--- src/rtl/lsu_pkg.sv ---
// Shared types and constants for the load/store unit.
package lsu_pkg;

   localparam int DWIDTH = 32;

   typedef enum logic [1:0] {
      SZ_BYTE = 2'b00,
      SZ_HALF = 2'b01,
      SZ_WORD = 2'b10
   } size_t;

   typedef enum logic [2:0] {
      S_IDLE,
      S_RD,
      S_WR,
      S_LD,
      S_RESP
   } lsu_state_t;

endpackage

--- src/rtl/lsu_align.sv ---
// Lane extract/extend for loads and lane merge for sub-word stores (little-endian lanes).
module lsu_align
   import lsu_pkg::*;
(
   input  size_t             size,
   input  logic [1:0]        lane,
   input  logic              sgn,
   input  logic [DWIDTH-1:0] rdata,
   input  logic [DWIDTH-1:0] wdata,
   output logic [DWIDTH-1:0] ext,
   output logic [DWIDTH-1:0] merged
);

   logic [7:0]  bsel;
   logic [15:0] hsel;

   always_comb begin
      bsel   = rdata[{lane, 3'b000} +: 8];
      hsel   = lane[1] ? rdata[31:16] : rdata[15:0];
      ext    = rdata;
      merged = wdata;
      case (size)
         SZ_BYTE: begin
            ext = {{24{sgn & bsel[7]}}, bsel};
            merged = rdata;
            merged[{lane, 3'b000} +: 8] = wdata[7:0];
         end
         SZ_HALF: begin
            ext = {{16{sgn & hsel[15]}}, hsel};
            merged = rdata;
            merged[{lane[1], 4'b0000} +: 16] = wdata[15:0];
         end
         default: begin
            ext    = rdata;
            merged = wdata;
         end
      endcase
   end

endmodule

--- src/rtl/load_store_unit.sv ---
// Load/store unit: request FSM, read-modify-write for sub-word stores, registered response.
module load_store_unit
   import lsu_pkg::*;
#(
   parameter int AWIDTH  = 32,
   parameter int ALENGTH = 128
)(
   input  logic              clk,
   input  logic              rst_n,
   input  logic              req_valid,
   output logic              req_ready,
   input  logic              req_we,
   input  logic [1:0]        req_size,
   input  logic              req_signed,
   input  logic [AWIDTH-1:0] req_addr,
   input  logic [31:0]       req_wdata,
   output logic              rsp_valid,
   output logic [31:0]       rsp_rdata,
   output logic              rsp_err,
   output logic              mem_we,
   output logic [AWIDTH-1:0] mem_addr,
   output logic [31:0]       mem_wdata,
   input  logic [31:0]       mem_rdata
);

   lsu_state_t        st;
   logic              r_we;
   logic              r_sgn;
   size_t             r_size;
   logic [1:0]        r_lane;
   logic [AWIDTH-1:0] r_widx;
   logic [31:0]       r_wdata;

   logic [AWIDTH-1:0] widx;
   logic              req_bad;
   logic [31:0]       ext;
   logic [31:0]       merged;

   assign widx = req_addr >> 2;

   always_comb begin
      req_bad = 1'b0;
      case (req_size)
         2'b00:   req_bad = 1'b0;
         2'b01:   req_bad = req_addr[0];
         2'b10:   req_bad = |req_addr[1:0];
         default: req_bad = 1'b1;
      endcase
      if (widx >= AWIDTH'(ALENGTH)) req_bad = 1'b1;
   end

   assign req_ready = (st == S_IDLE) && rst_n;
   assign mem_we    = (st == S_WR) && rst_n;
   assign mem_addr  = r_widx;
   assign mem_wdata = (st != S_WR)      ? '0 :
                      (r_size == SZ_WORD) ? r_wdata : merged;

   lsu_align u_align (
      .size   (r_size),
      .lane   (r_lane),
      .sgn    (r_sgn),
      .rdata  (mem_rdata),
      .wdata  (r_wdata),
      .ext    (ext),
      .merged (merged)
   );

   always_ff @(posedge clk) begin
      if (!rst_n) begin
         st        <= S_IDLE;
         r_we      <= 1'b0;
         r_sgn     <= 1'b0;
         r_size    <= SZ_BYTE;
         r_lane    <= '0;
         r_widx    <= '0;
         r_wdata   <= '0;
         rsp_valid <= 1'b0;
         rsp_rdata <= '0;
         rsp_err   <= 1'b0;
      end else begin
         rsp_valid <= 1'b0;
         case (st)
            S_IDLE: if (req_valid) begin
               r_we    <= req_we;
               r_sgn   <= req_signed;
               r_size  <= size_t'(req_size);
               r_lane  <= req_addr[1:0];
               r_widx  <= widx;
               r_wdata <= req_wdata;
               if (req_bad) begin
                  st        <= S_RESP;
                  rsp_valid <= 1'b1;
                  rsp_err   <= 1'b1;
                  rsp_rdata <= '0;
               end else if (req_we && req_size == 2'b10) begin
                  st <= S_WR;
               end else begin
                  st <= S_RD;
               end
            end
            S_RD: st <= r_we ? S_WR : S_LD;
            S_WR: begin
               st        <= S_RESP;
               rsp_valid <= 1'b1;
               rsp_err   <= 1'b0;
               rsp_rdata <= '0;
            end
            S_LD: begin
               st        <= S_RESP;
               rsp_valid <= 1'b1;
               rsp_err   <= 1'b0;
               rsp_rdata <= ext;
            end
            S_RESP:  st <= S_IDLE;
            default: st <= S_IDLE;
         endcase
      end
   end

endmodule

--- config.mk ---
export PLATFORM = sky130hd
export DESIGN_NAME = load_store_unit
export DESIGN_NICKNAME = d
export VERILOG_FILES = /design/src/rtl/lsu_pkg.sv /design/src/rtl/lsu_align.sv /design/src/rtl/load_store_unit.sv
export SDC_FILE = /design/constraint.sdc
export NUM_CORES = 1
export LEC_CHECK = 0
export CAP_MARGIN = 15
export CORE_UTILIZATION = 41
export CTS_CLUSTER_DIAMETER = 60
export DETAILED_ROUTE_END_ITERATION = 10
export GPL_TIMING_DRIVEN = 0
export PLACE_DENSITY_LB_ADDON = 0.15
export RECOVER_POWER = 100
export REMOVE_ABC_BUFFERS = 1
export SLEW_MARGIN = 20
export SYNTH_ARGS = -nofsm -noshare
export SYNTH_HDL_FRONTEND = slang
export SYNTH_HIERARCHICAL = 1
export SYNTH_SLANG_ARGS = --single-unit
--- constraint.sdc ---
create_clock -name clk -period 3 [get_ports clk]
set_input_delay 0.45 -clock clk [delete_from_list [all_inputs] [get_ports clk]]
set_output_delay 0.45 -clock clk [all_outputs]
set_load 0.005 [all_outputs]
==> results of run 1 <==
[logic make-up (layout without fill, tap and decap cells)]
| logic type | Yosys count | count (layout) | share of synthesized area (%) |
|---|---|---|---|
| AO/OA/AOI/OAI | 297 | 297 | 32.50 |
| adder cells (fa/ha/maj) | 5 | 5 | 0.9580 |
| buffers and inverters | 87 | 256 | 6.323 |
| flip-flops | 105 | 105 | 32.19 |
| multiplexers | 19 | 19 | 3.085 |
| other | 1 | 2 | 0.05743 |
| AND/OR/NAND/NOR | 371 | 372 | 24.89 |
[layout by cell type (no fill, tap or decap), types with 6 or more instances in the layout]
cell type and count:
nand2_1 282, clkdlybuf4s50_1 104, dfxtp_1 101, a21oi_1 95, dlygate4sd3_1 66, o21ai_0 52
a32oi_1 33, a22o_1 23, a221o_1 23, buf_4 22, o31ai_1 17, o31ai_2 17
mux2i_1 16, and2_1 15, a21oi_2 13, clkbuf_2 12, dlymetal6s2s_1 10, nor2b_1 9
nand4_1 9, clkbuf_16 9, o221ai_1 7, nor3b_1 7, nor2_1 6, nor3_1 6
[power breakdown]
| group | internal [mW] | switching [mW] |
|---|---|---|
| Sequential | 1.45 | 0.0697 |
| Clock | 0.780 | 0.543 |
| Combinational | 0.385 | 0.405 |
| Total | 2.61 | 1.02 |
[cell type report]
type	instances	area, um^2	share of cell area [%]
clock inverter	4	73.82	0.7963
sequential	105	2117	22.84
inverter	7	37.54	0.4049
multi-input combinational	695	4167	44.95
timing repair buffer	233	2355	25.40
tap	211	264.0	2.848
clock buffer	12	256.5	2.767
[sequential cells by signal, summed over array words and instances (netlist names)]
| signal | cells |
|---|---|
| r_sgn | 1 |
| rsp_valid | 1 |
| mem_addr | 30 |
| r_size | 2 |
| rsp_rdata | 32 |
| r_lane | 2 |
| r_we | 1 |
| rsp_err | 1 |
| st | 3 |
| r_wdata | 32 |
[worst max path at each step]
| stage | start | endpoint | slack [ps] | depth (start not counted) |
|---|---|---|---|---|
| 3_3_place_gp | r_lane[1] | mem_wdata[15] | -2410 | 8 |
| 5_1_grt | r_lane[0] | mem_wdata[30] | -180 | 8 |
| 3_5_place_dp | r_lane[1] | mem_wdata[15] | -850 | 9 |
| 6_report | r_lane[0] | mem_wdata[30] | -100 | 8 |
| 4_1_cts | r_size[0] | mem_wdata[4] | -170 | 6 |
| 2_1_floorplan | r_lane[1] | mem_wdata[10] | -800 | 7 |
[worst min-delay path: cells and delay by family, from the launching register on]
kind	cells	cell delay [ps]
DFF	1	310
and+or+nand+nor	1	50
AOI/OAI and AO/OA	1	50
[per-layer routing]
layer | wire [um] | up-vias
li1 | - | 3503
met3 | 2071 | 43
met5 | 0 | -
met4 | 559 | 0
met1 | 9763 | 3443
met2 | 10130 | 324
[per-stage QoR]
stage | power, mW | area, um^2 | hold slack [ps]
global placement | 2.244 | 8413 | 441.2
finish | 3.629 | 9270 | 450.2
CTS | 3.629 | 9198 | 455.5
global route | 3.779 | 9270 | 471.4
floorplan | 1.898 | 6147 | 430.8
detailed placement | 2.266 | 8610 | 446.9
[repair_timing]
| item | in CTS | in global routing |
|---|---|---|
| gates resized for setup | 52 | 52 |
| pin swaps | 9 | 20 |
| gates cloned | 2 | 1 |
| buffers inserted | 11 | 14 |
| setup endpoints to repair | 32 | 30 |
==> results by group, run 1 <==
Setup path
  • CP arrival: roughly 2700 ps
  • Crit Path Category: reg2out
  • Critical Path Sink Type: primary output
  • Startpoint types: flip-flop
  • Critical Path RT: approximately 2600 ps
  • CP top delay family: buffers and inverters
  • R2R Path Start: r_lane[1]
  • Slowest stage delay, CP: around 530 ps
  • Slowest cell on crit path: clkdlybuf4s50_1
  • Crit-path cells: clkinvlp_4 > ha_4 > nor2_1 > and4b_2 > a221o_1 > nand2_1 > a21oi_2 > clkdlybuf4s50_1
  • Crit path buf inv count: 2
  • Crit-path max FO: 6
  • R2R Setup Slk: ~460 ps
  • R2r worst-path depth: 6
  • R2r endpoint: rsp_rdata[30]

Layout
  • Area delta synth->final: 41.96%
  • Ratio of cells with drive above 1 in the final layout: 12.50%
  • Non-Filler Instances: about 1.3k
  • Number of nets in the layout: 1159
  • Final core utilization: 60.31%
  • Fillers: approximately 1.4k
  • N_diodes: 0

Global route
  • Total track usage: between 20% and 30%
  • Vias in the first global route: 6460
  • Global-route met3 utilization: under 10%
  • Overflow after GRT: 0
  • Top Usage Layer GRT: met2
  • Largest net degree at the start of global routing: 73
  • Initial antenna violation count: 0
  • Met2 Usage GRT: about two fifths
  • GRT met1 Usage: a little over a third
  • Global-route wire length before repair: around 35 mm

Routing
  • Iter 0 DRT Violations: 725
  • Via count: ~7.3k
  • DRT Wirelength: ~23 mm
  • TritonRoute pass-1 iters: 5
  • Avg WL per Cell: 17.78 um
  • Via-per-instance ratio: just under 6
  • # DRC: 0
  • Post-DRT Antenna Nets: 0

Clock tree
  • Clock buffers created by TritonCTS: 9
  • Clock latency on the worst-skew pair: about 360 ps
  • H-Tree Depth: 3
  • Clock Pin Slew Worst Setup and Hold Paths: 70 ps
  • CTS Buffer Depth: 2
  • CTS tree: built
  • Root buffer cell: clkbuf_16
  • Clock sink count: 105
  • CTS Hold Bufs: 0

Hold path
  • Worst Hold Endpoint: mem_addr[24]
  • Hold WC Path Type: reg2reg
  • Worst Hold Launch: mem_addr[24]
  • Hold Path Depth: 2

Synth
  • Most used DFF post-synth: dfxtp_1
  • Yosys cell types: 57
  • Async set-reset flop share out of synthesis: 0%
  • Yosys top cell area share: about a third
  • Area leader, netlist: dfxtp_1
  • Register area share after synthesis: about a third
  • Yosys warns: 6
  • Most common cell in the synthesized netlist: nand2_1
  • Mean Syn Cell Area: 7.379 um^2
  • Synth Cell Area: ~0.0065 mm^2
  • Synth top area cells: dfxtp_1 (32%), nand2_1 (16%), a21oi_1 (8.3%), o31ai_2 (5.4%), a32oi_1 (4.4%)
  • Syn Inst Count: 885
  • EDFF count, synth: 0
  • Synth Register Bits: between 100 and 150
  • Synth cell count leaders: nand2_1 (284), a21oi_1 (108), dfxtp_1 (105)

Timing
  • Setup ws final: -98.68 ps
  • Relative slew slack: between 10% and 20%
  • Tmin final: 3099 ps
  • Fin crit share: 103.3%
  • Setup Viol. Count Final: 5
  • Slew Limit Fails: 0
  • Fin Setup TNS: -298.9 ps
  • Slew @ Worst Pin: around 1300 ps
  • RSZ-0062 raised after global routing: yes
  • Upper clock frequency limit: between 0.3 and 0.4 GHz
  • Clock Skews: 9.307 ps
  • Final Hold Violating Endpoints: 0

Pwr
  • PwrDens: 391.5 mW/mm^2
  • Worst IR drop on VDD: 0.3425 mV
  • Leakage: about 3.7 nW

Run status
  • Failing checks: setup timing
  • Status: finished, violations left

Placed design
  • Routability cong.: about 0.83
  • Post-DP HPWL: 14.58 mm
  • Placed insts: ~1.2k
  • Port Buffers: 200
  • Pre-CTS setup slack: -854.9 ps

Floorplanning
  • Die height: roughly 130 um
  • Die Area: roughly 0.016 mm^2
  • Core area: 0.01537 mm^2
  • Cell row count: 45
  • Die X-Extent: between 100 and 150 um
  • Starting Density: about 42%
  • I/O Pins: a little over 200

Flow run
  • Max Cap Violations: 0
No activity file was read; power rests on OpenSTA's default activity.
==> run 2: changes to the inputs <==
- CORE_MARGIN: default -> 5
- CTS_CLUSTER_DIAMETER: 60 -> 40
==> results by group, run 2 (synthesized netlist as in run 1, its figures left out) <==
Run status
  • Status: finished, violations left
  • Failing checks: setup timing

Global route
  • Met2 Usage GRT: about two fifths
  • Vias in the first global route: between 6k and 7k
  • Global-route wire length before repair: about 36 mm
  • Total track usage: around 24%
  • Global-route met3 utilization: under 10%
  • Top Usage Layer GRT: met2
  • GRT met1 Usage: between 30% and 40%
  • Overflow after GRT: 0
  • Initial antenna violation count: 0
  • Largest net degree at the start of global routing: 73

Clock tree
  • H-Tree Depth: 3
  • Clock Pin Slew Worst Setup and Hold Paths: ~70 ps
  • Clock buffers created by TritonCTS: 9
  • CTS Buffer Depth: 2
  • Clock latency on the worst-skew pair: around 360 ps
  • CTS tree: built
  • Clock sink count: between 100 and 150
  • Root buffer cell: clkbuf_16

Placed design
  • Port Buffers: 200
  • Post-DP HPWL: 15.35 mm
  • Routability cong.: just over 0.8
  • Placed insts: 1228

Timing
  • Setup ws final: -32.93 ps
  • Fin Setup TNS: -72.15 ps
  • Clock Skews: approximately 8 ps
  • Slew @ Worst Pin: roughly 1200 ps
  • Setup Viol. Count Final: 5
  • Relative slew slack: about 17%
  • RSZ-0062 raised after global routing: yes
  • Fin crit share: 101.1%
  • Final Hold Violating Endpoints: 0
  • Worst hold slack: between 400 and 500 ps
  • Upper clock frequency limit: between 0.3 and 0.4 GHz
  • Tmin final: 3033 ps
  • Slew Limit Fails: 0

Routing
  • TritonRoute pass-1 iters: 6
  • DRT Wirelength: roughly 23 mm
  • Via count: between 7k and 8k
  • # DRC: 0
  • Iter 0 DRT Violations: about 640
  • Via-per-instance ratio: roughly 5.8
  • Avg WL per Cell: 18.54 um
  • Post-DRT Antenna Nets: 0

Layout
  • Non-Filler Instances: approximately 1.3k
  • Fillers: ~1.5k
  • Ratio of cells with drive above 1 in the final layout: a little under an eighth
  • Number of nets in the layout: 1153
  • Area delta synth->final: 41.54%
  • Most common cell after layout, fill and taps aside: nand2_1
  • N_diodes: 0
  • Most frequent cells in the layout: nand2_1 (282), clkdlybuf4s50_1 (111), dfxtp_1 (101), a21oi_1 (94), dlygate4sd3_1 (65)

Floorplanning
  • Cell row count: 46
  • I/O Pins: around 200
  • Die height: approximately 140 um
  • Die X-Extent: ~140 um
  • Starting Density: about two fifths
  • Die Area: ~0.019 mm^2
  • Core area: 0.01577 mm^2

Pwr
  • Internal Pwr Total: around 2.5 mW
  • Worst IR drop on VDD: between 0.3 and 0.4 mV
  • Leakage: about 3.7 nW
  • Sw Pwr: just over 1 mW
  • Combinational share of power: 22.1%
  • PwrDens: 385.6 mW/mm^2
  • Seq pwr share: a little over two fifths
  • Switching Share: 28.58%
  • Clock power frac: 35.5%

Hold path
  • Hold WC Path Type: reg2reg
  • Worst Hold Launch: mem_addr[14]

Setup path
  • Crit-path max FO: 5
  • Critical Path RT: 2550 ps
  • Crit Path Category: reg2out
  • Startpoint types: flip-flop
  • CP arrival: around 2600 ps
  • R2R Path Start: r_lane[1]
  • Critical Path Sink Type: primary output
  • Crit. Startpoint: r_lane[0]

Flow run
  • Max Cap Violations: 0
run 2: path summary, 6_finish.rpt:
kind                         to  slack (ps)  cells after the start
setup / recovery  mem_wdata[13]         -30                      8
hold / removal     mem_addr[14]         450                      2
setup reg to reg  rsp_rdata[17]         200                      6
hold reg to reg    mem_addr[14]         450                      2
run 2: per-layer routing:
layer,vias up,routed length (um)
met5,-,0
met4,0,458
met3,36,2339
met2,312,10980
met1,3448,9704
li1,3495,-
run 2: what timing repair did:
| item | in CTS | in global routing |
|---|---|---|
| hold endpoints to repair | 0 | 0 |
| hold buffers | 0 | 0 |
| gates cloned | 2 | 0 |
| gates resized for setup | 45 | 40 |
| pin swaps | 6 | 15 |
| buffers inserted | 10 | 12 |
| endpoints found under the setup margin | 32 | 28 |
run 2: power by group through the flow:
| stage | sequential (mW) | clock [mW] | combinational, mW |
|---|---|---|---|
| final | 1.51 | 1.26 | 0.786 |
| after global routing | 1.52 | 1.36 | 0.855 |
| after CTS | 1.52 | 1.29 | 0.757 |
| after detailed placement | 1.56 | 0 | 0.705 |
| after global placement | 1.57 | 0 | 0.680 |
| after floorplan | 1.54 | 0 | 0.354 |
run 2: area by class of cell:
class	count	area [um^2]	share of cell area, %
Timing Repair Buffer	227	2326	25.17
Clock inverter	4	48.80	0.5280
Tap cell	216	270.3	2.924
Multi-Input combinational cell	695	4167	45.08
Sequential cell	105	2117	22.91
Inverter	7	47.55	0.5144
Clock buffer	12	266.5	2.883
run 2: worst max-delay path, cell delays in order, from the launching register on:
cell,delay (ps)
dfxtp_4,370
clkinvlp_4,140
ha_4,310
nor3b_4,220
and3_4,270
a221o_1,150
nand2_1,50
a21oi_1,180
clkdlybuf4s50_1,530
run 2: metrics by stage:
| step | area (um^2) | power (mW) | setup WS, ps | util, % |
|---|---|---|---|---|
| after floorplan | 6147 | 1.898 | -799.4 | - |
| after global placement | 8419 | 2.246 | -2507 | 53.39 |
| after detailed placement | 8593 | 2.264 | -859.8 | 54.49 |
| after CTS | 9164 | 3.563 | -156.5 | 58.11 |
| after global routing | 9243 | 3.736 | -155.4 | 58.61 |
| final | 9243 | 3.564 | -32.93 | 58.61 |
